$ cat src/rtl/dma_stream_bridge_if.sv
// dma_stream_bridge_if: stream signals between the DMA read-data side and the
// accelerator side of dma_stream_bridge.
//   in_data / in_valid / in_ready       : DMA word stream into the bridge
//   out_data / out_valid / out_ready    : OUT_W beat stream towards the accelerator
//   out_last                            : final beat marker (tied 0 unless enabled)
// Modports:
//   slave  : the bridge itself
//   master : the surrounding environment (DMA source plus accelerator sink)
interface dma_stream_bridge_if #(
    parameter int unsigned IN_W  = 64,
    parameter int unsigned OUT_W = 32
);
    logic [IN_W-1:0]  in_data;
    logic             in_valid;
    logic             in_ready;
    logic [OUT_W-1:0] out_data;
    logic             out_valid;
    logic             out_ready;
    logic             out_last;

    modport slave (
        input  in_data, in_valid, out_ready,
        output in_ready, out_data, out_valid, out_last
    );

    modport master (
        output in_data, in_valid, out_ready,
        input  in_ready, out_data, out_valid, out_last
    );
endinterface

$ cat src/rtl/dma_stream_bridge.sv
// dma_stream_bridge: buffers DMA words in a first-word-fall-through FIFO and
// downsizes each IN_W word into IN_W/OUT_W beats, LSB lane first. Counts a
// programmed length in output beats, pulses done_o on completion and supports
// abort (flush back to idle without done).
// Ports:
//   clk, rst      : clock, synchronous active-high reset
//   start_i       : start pulse, honoured only in idle; len_beats_i sampled then
//   abort_i       : flush FIFO and return to idle, highest priority
//   bus (slave)   : in_* DMA word stream, out_* beat stream, out_last
//   busy_o        : state is not idle
//   done_o        : one-cycle completion pulse
//   level_o       : FIFO occupancy in words
// Optional feature: define DMA_STREAM_LAST_EN to drive out_last on the final
// beat of a transfer; otherwise out_last is tied low.
module dma_stream_bridge #(
    parameter int unsigned IN_W  = 64,
    parameter int unsigned OUT_W = 32,
    parameter int unsigned DEPTH = 8,
    parameter int unsigned CNT_W = 16
) (
    input  logic                   clk,
    input  logic                   rst,
    input  logic                   start_i,
    input  logic                   abort_i,
    input  logic [CNT_W-1:0]       len_beats_i,
    dma_stream_bridge_if.slave     bus,
    output logic                   busy_o,
    output logic                   done_o,
    output logic [$clog2(DEPTH):0] level_o
);

    localparam int unsigned RATIO  = IN_W / OUT_W;
    localparam int unsigned LANE_W = (RATIO > 1) ? $clog2(RATIO) : 1;
    localparam int unsigned PTR_W  = $clog2(DEPTH);
    localparam int unsigned LVL_W  = PTR_W + 1;

    typedef enum logic [1:0] {StIdle, StRun, StDone} state_e;

    state_e                   state_q, state_d;
    logic [IN_W-1:0]          mem [DEPTH];
    logic [PTR_W-1:0]         wr_ptr_q, rd_ptr_q;
    logic [LVL_W-1:0]         level_q;
    logic [LANE_W-1:0]        lane_q;
    logic [CNT_W-1:0]         rem_q;

    logic                     full, empty;
    logic                     in_ready, out_valid, out_last;
    logic                     push, pop, beat, final_beat, lane_last;
    logic                     flush, load, done;
    logic [RATIO-1:0][OUT_W-1:0] head_lanes;

    assign full      = (level_q == LVL_W'(DEPTH));
    assign empty     = (level_q == '0);
    assign lane_last = (RATIO == 1) || (lane_q == LANE_W'(RATIO - 1));
    assign head_lanes = mem[rd_ptr_q];

    // State register
    always_ff @(posedge clk) begin
        if (rst) begin
            state_q <= StIdle;
        end else begin
            state_q <= state_d;
        end
    end

    // Next state and handshake decode
    always_comb begin
        state_d    = state_q;
        in_ready   = 1'b0;
        out_valid  = 1'b0;
        beat       = 1'b0;
        final_beat = 1'b0;
        flush      = 1'b0;
        load       = 1'b0;
        done       = 1'b0;

        unique case (state_q)
            StIdle: begin
                if (start_i) begin
                    load    = 1'b1;
                    state_d = (len_beats_i == '0) ? StDone : StRun;
                end
            end
            StRun: begin
                // Registered-only ready: no path from out_ready.
                in_ready   = !full;
                out_valid  = !empty;
                beat       = out_valid && bus.out_ready;
                final_beat = beat && (rem_q == CNT_W'(1));
                if (final_beat) begin
                    state_d = StDone;
                end
            end
            StDone: begin
                done    = 1'b1;
                state_d = StIdle;
            end
            default: state_d = StIdle;
        endcase

        // Abort overrides start, any handshake and the done pulse.
        if (abort_i) begin
            state_d    = StIdle;
            flush      = 1'b1;
            load       = 1'b0;
            beat       = 1'b0;
            final_beat = 1'b0;
            done       = 1'b0;
        end
    end

    assign push = bus.in_valid && in_ready && !abort_i;
    // Final beat pops the head even if upper lanes are unread.
    assign pop  = beat && (lane_last || final_beat);

`ifdef DMA_STREAM_LAST_EN
    assign out_last = out_valid && (rem_q == CNT_W'(1));
`else
    assign out_last = 1'b0;
`endif

    // FIFO pointers, occupancy, lane and remaining-beat counters
    always_ff @(posedge clk) begin
        if (rst || flush) begin
            wr_ptr_q <= '0;
            rd_ptr_q <= '0;
            level_q  <= '0;
            lane_q   <= '0;
            rem_q    <= '0;
        end else begin
            if (push) begin
                wr_ptr_q <= wr_ptr_q + PTR_W'(1);
            end
            if (pop) begin
                rd_ptr_q <= rd_ptr_q + PTR_W'(1);
            end
            level_q <= level_q + LVL_W'(push) - LVL_W'(pop);
            if (load) begin
                rem_q <= len_beats_i;
            end else if (beat) begin
                rem_q <= rem_q - CNT_W'(1);
            end
            if (beat) begin
                lane_q <= (final_beat || lane_last) ? '0 : lane_q + LANE_W'(1);
            end
        end
    end

    // Storage carries no reset; out_data is gated so it reads 0 when invalid.
    always_ff @(posedge clk) begin
        if (push && !rst) begin
            mem[wr_ptr_q] <= bus.in_data;
        end
    end

    assign bus.in_ready  = in_ready;
    assign bus.out_valid = out_valid;
    assign bus.out_data  = out_valid ? head_lanes[lane_q] : '0;
    assign bus.out_last  = out_last;
    assign busy_o        = (state_q != StIdle);
    assign done_o        = done;
    assign level_o       = level_q;

endmodule
$ cat src/flat_wrapper.sv
// flat-port wrapper written by rule: the top's interface ports become plain ports
module dma_stream_bridge_flat 
#(
    parameter int unsigned IN_W  = 64,
    parameter int unsigned OUT_W = 32,
    parameter int unsigned DEPTH = 8,
    parameter int unsigned CNT_W = 16
)
  (clk, rst, start_i, abort_i, len_beats_i, busy_o, done_o, level_o, bus_in_data, bus_in_valid, bus_out_ready, bus_in_ready, bus_out_data, bus_out_valid, bus_out_last);
  dma_stream_bridge_if #(.IN_W(IN_W), .OUT_W(OUT_W)) bus_i ();
  input  logic clk;
  input  logic rst;
  input  logic start_i;
  input  logic abort_i;
  input  logic [CNT_W-1:0] len_beats_i;
  output logic busy_o;
  output logic done_o;
  output logic [$clog2(DEPTH):0] level_o;
  input wire logic [$bits(bus_i.in_data)-1:0] bus_in_data;
  input wire logic [$bits(bus_i.in_valid)-1:0] bus_in_valid;
  input wire logic [$bits(bus_i.out_ready)-1:0] bus_out_ready;
  output wire logic [$bits(bus_i.in_ready)-1:0] bus_in_ready;
  output wire logic [$bits(bus_i.out_data)-1:0] bus_out_data;
  output wire logic [$bits(bus_i.out_valid)-1:0] bus_out_valid;
  output wire logic [$bits(bus_i.out_last)-1:0] bus_out_last;
  assign bus_i.in_data = bus_in_data;
  assign bus_i.in_valid = bus_in_valid;
  assign bus_i.out_ready = bus_out_ready;
  assign bus_in_ready = bus_i.in_ready;
  assign bus_out_data = bus_i.out_data;
  assign bus_out_valid = bus_i.out_valid;
  assign bus_out_last = bus_i.out_last;
  dma_stream_bridge #(.IN_W(IN_W), .OUT_W(OUT_W), .DEPTH(DEPTH), .CNT_W(CNT_W)) u_core (.clk(clk), .rst(rst), .start_i(start_i), .abort_i(abort_i), .len_beats_i(len_beats_i), .bus(bus_i), .busy_o(busy_o), .done_o(done_o), .level_o(level_o));
endmodule
$ cat config.mk
export PLATFORM = sky130hd
export DESIGN_NAME = dma_stream_bridge_flat
export DESIGN_NICKNAME = d
export VERILOG_FILES = /design/src/rtl/dma_stream_bridge_if.sv /design/src/rtl/dma_stream_bridge.sv /design/src/flat_wrapper.sv
export SDC_FILE = /design/constraint.sdc
export NUM_CORES = 1
export LEC_CHECK = 0
export ABC_AREA = 1
export BUFFER_PORTS_ARGS = -buffer_cell sky130_fd_sc_hd__buf_4
export CORE_MARGIN = 2
export CORE_UTILIZATION = 40
export CTS_CLUSTER_SIZE = 10
export DETAILED_ROUTE_END_ITERATION = 16
export PLACE_DENSITY = 0.65
export SYNTH_ARGS = -nofsm -noshare
export SYNTH_HDL_FRONTEND = slang
export SYNTH_SLANG_ARGS = --single-unit
$ cat constraint.sdc
create_clock -name clk -period 4.3 [get_ports clk]
set_input_delay 0.215 -clock clk [delete_from_list [all_inputs] [get_ports clk]]
set_output_delay 0.215 -clock clk [all_outputs]
set_load 0.02 [all_outputs]
==> impl_metrics.env, run 1 <==
export IMPL_status="finished clean"
export IMPL_synth_avg_cell_area_sq_um=11.7
export IMPL_sequentialPowerShare_pct=54.6
export IMPL_routed_wl_mm=57.6
export IMPL_netlist_instances=1979
export IMPL_maxSlewViolCount=0
export IMPL_wl_per_cell_um=19.5
export IMPL_cts_resized=0
export IMPL_pin_count=127
export IMPL_viasPerCell=5.18
export IMPL_place_congestion=0.825
export IMPL_endpoint_kind="output port"
export IMPL_synth_top_family_by_area="compound AO/OA/AOI/OAI gates"
export IMPL_post_cts_buffers=0
export IMPL_synthMuxAreaShare_pct=0
export IMPL_fillers=5026
export IMPL_drt_iter0_drc=1458
export IMPL_clock_latency_ns=0.62
export IMPL_path_clk_slew_ns=0.05
export IMPL_yosysWarnings=0
export IMPL_critPathLaunchType="flop"
export IMPL_rsz0062_at_grt="no"
export IMPL_grt_start_max_net_pins=160
export IMPL_synth_xor_xnor_area_share_pct=0.114
export IMPL_netlist_area_sq_mm=0.0231
export IMPL_cp_max_fo=159
export IMPL_p_sw_uw=2120
export IMPL_fin_nets=2260
export IMPL_swShare_pct=19.9
export IMPL_combPwrFrac_pct=2.8
export IMPL_overflow=0
export IMPL_remaining_drc_errors=0
export IMPL_worstSetupPathType="flop to output port"
export IMPL_firstDrtPassIters=8
export IMPL_slew_headroom_pct=23.0
export IMPL_die_height_um=244
export IMPL_crit_required_ns=4.09
export IMPL_clock_power_share_pct=42.6
export IMPL_dieArea_sq_mm=0.0597
export IMPL_synth_fa_ha_area_share_pct=0.574
export IMPL_fp_dieW_um=244
export IMPL_grt_pass1_vias=14981
export IMPL_cts_htree_levels=2
export IMPL_ys_ff_latch=544
export IMPL_cts_root_buf="clkbuf_16"
export IMPL_fmax_mhz=307
export IMPL_fin_tns_setup_ns=0
export IMPL_critPathArrivalTime_ns=3.04
export IMPL_row_count=88
export IMPL_io_buffers=125
export IMPL_worst_pin_slew_ns=1.16
export IMPL_drive_gt1_share_pct=12.0
export IMPL_clock_sinks=544
export IMPL_yosysUniqueCellTypes=34
export IMPL_antenna_found_initial=9
export IMPL_grt_use_total_pct=19.1
export IMPL_holdBufCountCts=80
export IMPL_cellPowerDensity_mw_per_mm2=390
export IMPL_cts_buffer_depth=3
export IMPL_initial_core_util_pct=40.3
export IMPL_ir_worst_vdd_mv=0.313
export IMPL_place_hpwl_mm=34.1
export IMPL_synth_compound_area_share_pct=12.1
export IMPL_cts_buffers=61
export IMPL_num_vias=15314
export IMPL_skew_ns=0.0166
export IMPL_setup_viol=0
export IMPL_final_hold_viol_count=0
export IMPL_maxCapViolCount=0
export IMPL_leakage_uw=0.00973
export IMPL_worstHoldPathType="input pin to flop"
export IMPL_area_delta_synth_final_pct=17.8
export IMPL_yosys_area_share_simple_pct=9.77
export IMPL_core_region_area_sq_mm=0.0574
export IMPL_period_share_pct=75.8
export IMPL_grt_pass1_wl_mm=87.6
export IMPL_synth_net_count=2075
export IMPL_fin_util_pct=47.5
export IMPL_internal_power_uw=8510
export IMPL_postRouteAntennaNets=0
export IMPL_cts_tree="built"
export IMPL_period_needed_ns=3.26
export IMPL_ys_seq_area_share_pct=69.3
## worst max-delay path, stage by stage (launching register included)
cell	delay [ns]
dfxtp_4	0.82
buf_12	0.52
o211ai_1	0.18
nand3_1	0.15
nand3_1	0.13
a21boi_1	0.24
buf_4	0.19
## placed cells by master, fill, tap and decap left out, drive strengths merged
master and instances:
diode 3, a21boi 20, nand2 266, nand3b 2, nand3 177, edfxtp 512, clkinv 2, inv 315
conb 1, clkbuf 83, ha 9, o211ai 142, o21ai 149, xor2 3, a21oi 147, dfxtp 32
buf 155, fa 1, a31oi 5, nor2 80, nor3 3, dlygate4sd3 80, nand4 4
## through the flow
step                worst slack, ns  std cells  total power, uW  hold slack, ns  instance area [sq um]
floorplan                   -0.0565       1979             5990           0.314                  23100
global placement               1.51       2786             6130           0.447                  24700
detailed placement             1.48       2786             6130           0.450                  24700
CTS                            1.05       2953            10700         0.00901                  27200
global route                  0.842       2954            10900          0.0687                  27200
finish                         1.04       2956            10600          0.0366                  27200
## flip-flops by register name, indices dropped and copies added (netlist names), named ones only
name / cells
u_core.mem: 512
u_core.level_o: 4
u_core.rem_q: 16
u_core.lane_last: 1
u_core.state_q: 2
u_core.rd_ptr_q: 3
u_core.wr_ptr_q: 3
## cell families (layout without fill, tap and decap cells)
family | Yosys count | after routing
buffers and inverters | 426 | 635
flip-flops | 544 | 544
AO/OA/AOI/OAI | 463 | 463
XOR/XNOR | 3 | 3
adder cells (fa/ha/maj) | 10 | 10
other | 1 | 4
AND/OR/NAND/NOR | 532 | 532
## area by class of cell
type | instances | area (sq um) | area share, %
diodes | 3 | 7.51 | 0.0276
clock buffers | 83 | 1620 | 5.95
clock inverters | 4 | 52.6 | 0.193
inverters | 313 | 1170 | 4.32
multi-input cells | 1009 | 5300 | 19.5
flip-flops and latches | 544 | 16000 | 58.9
well taps | 765 | 957 | 3.52
repair buffers | 235 | 2090 | 7.68
## power groups by stage
stage	Clock, uW	Combinational, uW	Sequential, uW
2_1_floorplan	0	76.3	5910
3_3_place_gp	0	217	5910
3_5_place_dp	0	224	5910
4_1_cts	4620	294	5800
5_1_grt	4820	321	5800
6_report	4530	295	5800
## final timing paths
check / from / endpoint / slack, ns / depth (start not counted)
hold reg to reg: u_core.rem_q[1] / u_core.rem_q[1] / 0.49 / 2
setup / recovery: flop / bus_out_data[26] / 1.04 / 6
setup reg to reg: u_core.level_o[2] / u_core.mem[2][19] / 1.48 / 8
hold / removal: bus_in_valid / u_core.wr_ptr_q[0] / 0.04 / 4
## cells in the mapped netlist, drive strengths merged
master	count	area, sq um
edfxtp	512	15400
inv	312	1170
nand2	266	1000
nand3	177	891
o21ai	149	746
a21oi	147	811
o211ai	142	1070
buf	91	611
nor2	80	308
dfxtp	32	641
clkbuf	22	83.8
a21boi	20	150
ha	9	113
a31oi	5	31.3
nand4	4	25.0
nor3	3	15.0
xor2	3	26.3
nand3b	2	15.0
clkinv	1	3.75
conb	1	3.75
fa	1	20.0
## layer usage
layer | global-route usage, % | routed length (um) | up-vias
met5 | 0 | 46 | -
met4 | 5.00 | 1130 | 8
met1 | 26.2 | 25200 | 7449
met2 | 31.1 | 27200 | 494
li1 | - | - | 7269
met3 | 3.96 | 4030 | 94
Power figures use the tool's default switching activity.
==> run 2, diff against run 1 <==
PLACE_DENSITY = 0.63   (was 0.65)
clock period = 3.1 ns   (was 4.3 ns; I/O delays follow)
==> run 2 against run 1 <==
Effect of this change: global-route usage fell by 0.79 points; highest routed layer unchanged; cell area grew 0.86%; cell count grew 0.64%; combinational power up 39%; flip-flop and latch count unchanged.
==> impl_metrics.env, run 2 (synthesis results as in run 1) <==
export IMPL_cts_tree="built"
export IMPL_final_common_cell="edfxtp_1"
export IMPL_clock_sinks=544
export IMPL_skew_ns=0.0137
export IMPL_placed_cells=2791
export IMPL_pin_count=127
export IMPL_slew_headroom_pct=33.4
export IMPL_die_height_um=244
export IMPL_status="finished clean"
export IMPL_worst_r2r_startpoint="u_core.level_o[2]"
export IMPL_final_area_sq_mm=0.0275
export IMPL_worst_pin_slew_ns=0.999
export IMPL_cts_htree_levels=2
export IMPL_routed_wl_mm=55.6
export IMPL_clock_latency_ns=0.62
export IMPL_overflow=0
export IMPL_cts_buffers=61
export IMPL_grt_start_max_net_pins=84
export IMPL_highest_layer="met5"
export IMPL_pre_cts_slack_ns=0.668
export IMPL_layout_common_cells="edfxtp_1, inv_1, nand2_1"
export IMPL_maxCapViolCount=0
export IMPL_min_delay_start="abort_i"
export IMPL_firstDrtPassIters=7
export IMPL_drt_met1_wl_mm=24.3
export IMPL_cts_buffer_depth=3
export IMPL_rsz0062_at_grt="no"
export IMPL_wl_met3_mm=4.61
export IMPL_wl_per_cell_um=18.7
export IMPL_final_hold_viol_count=0
export IMPL_whs_path_depth=5
export IMPL_reg2reg_to="u_core.mem[2][18]"
export IMPL_worstHoldPathType="input pin to flop"
export IMPL_drt_iter0_drc=1318
export IMPL_dieArea_sq_mm=0.0597
export IMPL_fin_nets=2273
export IMPL_ir_worst_vdd_mv=0.478
export IMPL_initial_core_util_pct=40.3
export IMPL_largest_reg_flops=512
export IMPL_crit_chain="inv_1 -> ha_1 -> a31oi_4 -> buf_4 -> a21boi_1 -> buf_4"
export IMPL_met2_wirelength_mm=25.1
export IMPL_postRouteAntennaNets=0
export IMPL_core_region_area_sq_mm=0.0574
export IMPL_ff2ff_path_depth=8
export IMPL_fin_tns_setup_ns=0
export IMPL_holdPathEnd="u_core.wr_ptr_q[1]"
export IMPL_remaining_drc_errors=0
export IMPL_path_clk_slew_ns=0.06
export IMPL_cpMaxStageDelayCell="a31oi_4"
export IMPL_setup_viol=0
export IMPL_maxSlewViolCount=0
export IMPL_worst_slack_ns=0.196
export IMPL_grt_pass1_vias=14482
export IMPL_worstSetupPathType="flop to output port"
export IMPL_slowest_delay_ns=0.67
export IMPL_grt_use_total_pct=18.3
export IMPL_critPathArrivalTime_ns=2.75
export IMPL_largest_register="u_core.mem"
export IMPL_fp_dieW_um=244
export IMPL_viasPerCell=5.08
export IMPL_fmax_mhz=344
export IMPL_area_delta_synth_final_pct=18.8
export IMPL_crit_required_ns=2.94
export IMPL_place_congestion=0.844
export IMPL_cellPowerDensity_mw_per_mm2=542
export IMPL_critPathLaunchType="flop"
export IMPL_num_vias=15108
export IMPL_period_share_pct=93.7
export IMPL_row_count=88
export IMPL_io_buffers=125
export IMPL_placed_area_sq_mm=0.0248
export IMPL_place_hpwl_mm=31.8
export IMPL_cts_root_buf="clkbuf_16"
export IMPL_antenna_found_initial=6
export IMPL_instances_no_fill=2975
export IMPL_period_needed_ns=2.90
export IMPL_grt_pass1_wl_mm=84.1
export IMPL_leakage_uw=0.00983
export IMPL_cp_max_fo=20
export IMPL_drive_gt1_share_pct=12.3
export IMPL_cpMostUsedCell="buf_4"
export IMPL_r2r_slack_ns=0.65
export IMPL_endpoint_kind="output port"
-- run 2: changes by cell type in the layout (fill, tap and decap cells not counted), sizes merged --
cell         delta
clkinv          +4
dlygate4sd3     +6
buf             +7
bufinv          +1
diode           +3
inv             -2
-- run 2: power by group --
group	internal [uW]	total (uW)	switching, uW
Sequential	8040	8050	7.81
Combinational	185	409	224
Clock	3710	6420	2710
Total	11900	14900	2940
-- run 2: final cells by class --
type	count	area, sq um
antenna	6	15.0
clock buffer	83	1640
clock inverter	7	81.3
fill	5033	29900
inverter	313	1170
multi-input combinational	1009	5300
sequential	544	16000
tap	765	957
timing repair buffer	248	2270
-- run 2: metrics by stage --
| stage | power [uW] | utilization (%) | hold slack, ns |
|---|---|---|---|
| CTS | 15000 | 47.8 | 0.0138 |
| finish | 14900 | 47.9 | 0.0529 |
| detailed placement | 8520 | 43.3 | 0.387 |
| global placement | 8500 | 43.3 | 0.388 |
| global route | 15300 | 47.9 | 0.0839 |
| floorplan | 8310 | - | 0.254 |
-- run 2: how the worst max path moves through the flow --
stage / to / slack, ns / from / cells after the start
after detailed placement: u_core.mem[2][43] / 0.67 / u_core.level_o[2] / 8
after floorplan: u_core.mem[0][0] / -0.23 / u_core.level_o[2] / 7
final: bus_out_data[9] / 0.20 / u_core.level_o[2] / 6
after CTS: bus_out_data[7] / 0.07 / flop / 9
after global routing: bus_out_data[24] / 0.08 / flop / 6
after global placement: u_core.level_o[2] / 0.71 / u_core.level_o[2] / 14
-- run 2: critical path: cells and delay by family (launching register included) --
family,cells,cell delay [ns]
buf+inv,3,0.59
fa+ha+maj,1,0.24
flops,1,0.33
compound gates,2,0.96
-- run 2: timing repair --
action / CTS / global route
hold buffers: 86 / 0
setup buffers: 0 / 2
gates resized for setup: 0 / 0
setup endpoints to repair: 0 / 10
endpoints found under the hold margin: 534 / 0
-- run 2: layer usage --
layer	vias to the layer above	GRT usage, %
met2	542	28.7
met3	99	4.53
met1	7166	25.0
li1	7299	-
met5	-	0
met4	2	6.17
==> run 3, diff against run 2 <==
CORE_MARGIN = unset   (was 2)
==> run 3 against run 2 <==
Effect of this change: first-iteration DRC count is 16% lower; die area shrank 1.6%; utilization increased by 0.86 points; worst hold slack lost 0.0059 ns; wire length is 0.39% higher; sequential share of layout area shrank 0.37 points; combinational power barely moved; clock power is 2% lower; clock skew increased by 0.0092 ns; largest cell class unchanged; highest routed layer unchanged.
==> impl_metrics.env, run 3 (synthesis results as in run 1) <==
export IMPL_status="finished clean"
export IMPL_place_congestion=0.830
export IMPL_skew_ns=0.0228
export IMPL_critPathLaunchType="flop"
export IMPL_antenna_found_initial=6
export IMPL_clock_latency_ns=0.61
export IMPL_pin_count=127
export IMPL_swShare_pct=19.7
export IMPL_drt_iter0_drc=1109
export IMPL_cts_root_buf="clkbuf_16"
export IMPL_drive_gt1_share_pct=12.9
export IMPL_place_hpwl_mm=32.7
export IMPL_grt_pass1_vias=14876
export IMPL_path_clk_slew_ns=0.06
export IMPL_fmax_mhz=338
export IMPL_overflow=0
export IMPL_clock_power_share_pct=42.5
export IMPL_remaining_drc_errors=0
export IMPL_io_buffers=125
export IMPL_largest_reg_flops=512
export IMPL_cts_htree_levels=2
export IMPL_worstSetupPathType="flop to output port"
export IMPL_sequentialPowerShare_pct=54.7
export IMPL_firstDrtPassIters=5
export IMPL_num_vias=15276
export IMPL_routed_wl_mm=55.9
export IMPL_slew_headroom_pct=43.5
export IMPL_worstHoldPathType="input pin to flop"
export IMPL_worst_pin_slew_ns=0.848
export IMPL_maxCapViolCount=0
export IMPL_fin_nets=2285
export IMPL_period_share_pct=95.4
export IMPL_area_delta_synth_final_pct=19.6
export IMPL_die_height_um=242
export IMPL_grt_use_total_pct=18.7
export IMPL_row_count=87
export IMPL_dieArea_sq_mm=0.0587
export IMPL_endpoint_kind="output port"
export IMPL_fin_util_pct=48.7
export IMPL_leakage_uw=0.00991
export IMPL_clock_sinks=544
export IMPL_cp_max_fo=32
export IMPL_initial_core_util_pct=40.7
export IMPL_min_delay_start="abort_i"
export IMPL_fp_dieW_um=242
export IMPL_instances_no_fill=2964
export IMPL_cts_buffer_depth=3
export IMPL_grt_start_max_net_pins=130
export IMPL_viasPerCell=5.15
export IMPL_core_region_area_sq_mm=0.0567
export IMPL_critPathArrivalTime_ns=2.80
export IMPL_combPwrFrac_pct=2.8
export IMPL_maxSlewViolCount=0
export IMPL_final_hold_viol_count=0
export IMPL_wl_per_cell_um=18.8
export IMPL_placed_cells=2793
export IMPL_total_power_uw=14700
export IMPL_cellPowerDensity_mw_per_mm2=533
export IMPL_rsz0062_at_grt="yes"
export IMPL_ir_worst_vdd_mv=0.458
export IMPL_setup_viol=0
export IMPL_worst_r2r_startpoint="u_core.state_q[0]"
export IMPL_period_needed_ns=2.96
export IMPL_cts_buffers=61
export IMPL_final_common_cell="edfxtp_1"
export IMPL_crit_required_ns=2.94
export IMPL_layout_common_cells="edfxtp_1, inv_1, nand2_1"
export IMPL_largest_register="u_core.mem"
export IMPL_grt_pass1_wl_mm=85.1
export IMPL_postRouteAntennaNets=0
export IMPL_p_sw_uw=2900
export IMPL_cts_tree="built"
export IMPL_internal_power_uw=11800
[run 3: changes by cell type in the layout (fill, tap and decap cells not counted), moves of 2 or more]
cell      delta
buf_16       +3
clkinv_1     -4
buf_12       +7
diode_2      -4
inv_6        +2
buf_8        -2
clkbuf_1     -7
[run 3: stage by stage]
stage	TNS, ns	hold slack (ns)	cell area (sq um)	setup slack [ns]
2_1_floorplan	-58.81	0.254	23100	-0.230
3_3_place_gp	0	0.390	25000	0.613
3_5_place_dp	0	0.392	25000	0.558
4_1_cts	0	0.0181	27600	0.0332
5_1_grt	-0.0109	0.0717	27600	-0.0109
6_report	0	0.0470	27600	0.144
[run 3: what timing repair did]
action                                  CTS  global route
endpoints found under the hold margin   538             0
hold buffers                             87             0
gates resized for setup                   0             6
endpoints found under the setup margin    0            11
buffers inserted                          0             1
[run 3: metal layers]
metal / vias up / global-route usage, % / routed length, um
li1: 7308 / - / -
met1: 7345 / 25.2 / 24100
met2: 514 / 30.1 / 26200
met3: 101 / 3.56 / 3860
met4: 8 / 6.48 / 1690
met5: - / 0 / 48
[run 3: area by class of cell]
class | instances | area (sq um)
Inverter | 313 | 1180
Clock inverter | 4 | 50.0
Antenna cell | 2 | 5.00
Clock buffer | 76 | 1610
Fill cell | 4903 | 29100
Sequential cell | 544 | 16000
Multi-Input combinational cell | 1009 | 5300
Timing Repair Buffer | 260 | 2510
Tap cell | 756 | 946
[run 3: power groups by stage]
stage	Sequential (uW)	Clock, uW	Combinational (uW)
floorplan	8200	0	107
global placement	8200	0	307
detailed placement	8200	0	314
CTS	8050	6370	410
global route	8040	6610	452
finish	8050	6260	410
[run 3: worst max-delay path: stages, from the launching register on]
cell and delay [ns]:
dfxtp_4 0.65, clkinv_1 0.16, buf_4 0.22, o211ai_1 0.10
nand2_1 0.06, o21ai_0 0.40, nand2_1 0.17, nand2_1 0.16
nor2_1 0.08, buf_4 0.16
[run 3: final timing paths]
check	to	slack, ns	cells after the start
max	bus_out_data[0]	0.14	9
min	u_core.wr_ptr_q[1]	0.05	5
max reg2reg	u_core.mem[2][32]	0.56	7
min reg2reg	u_core.rem_q[7]	0.50	2
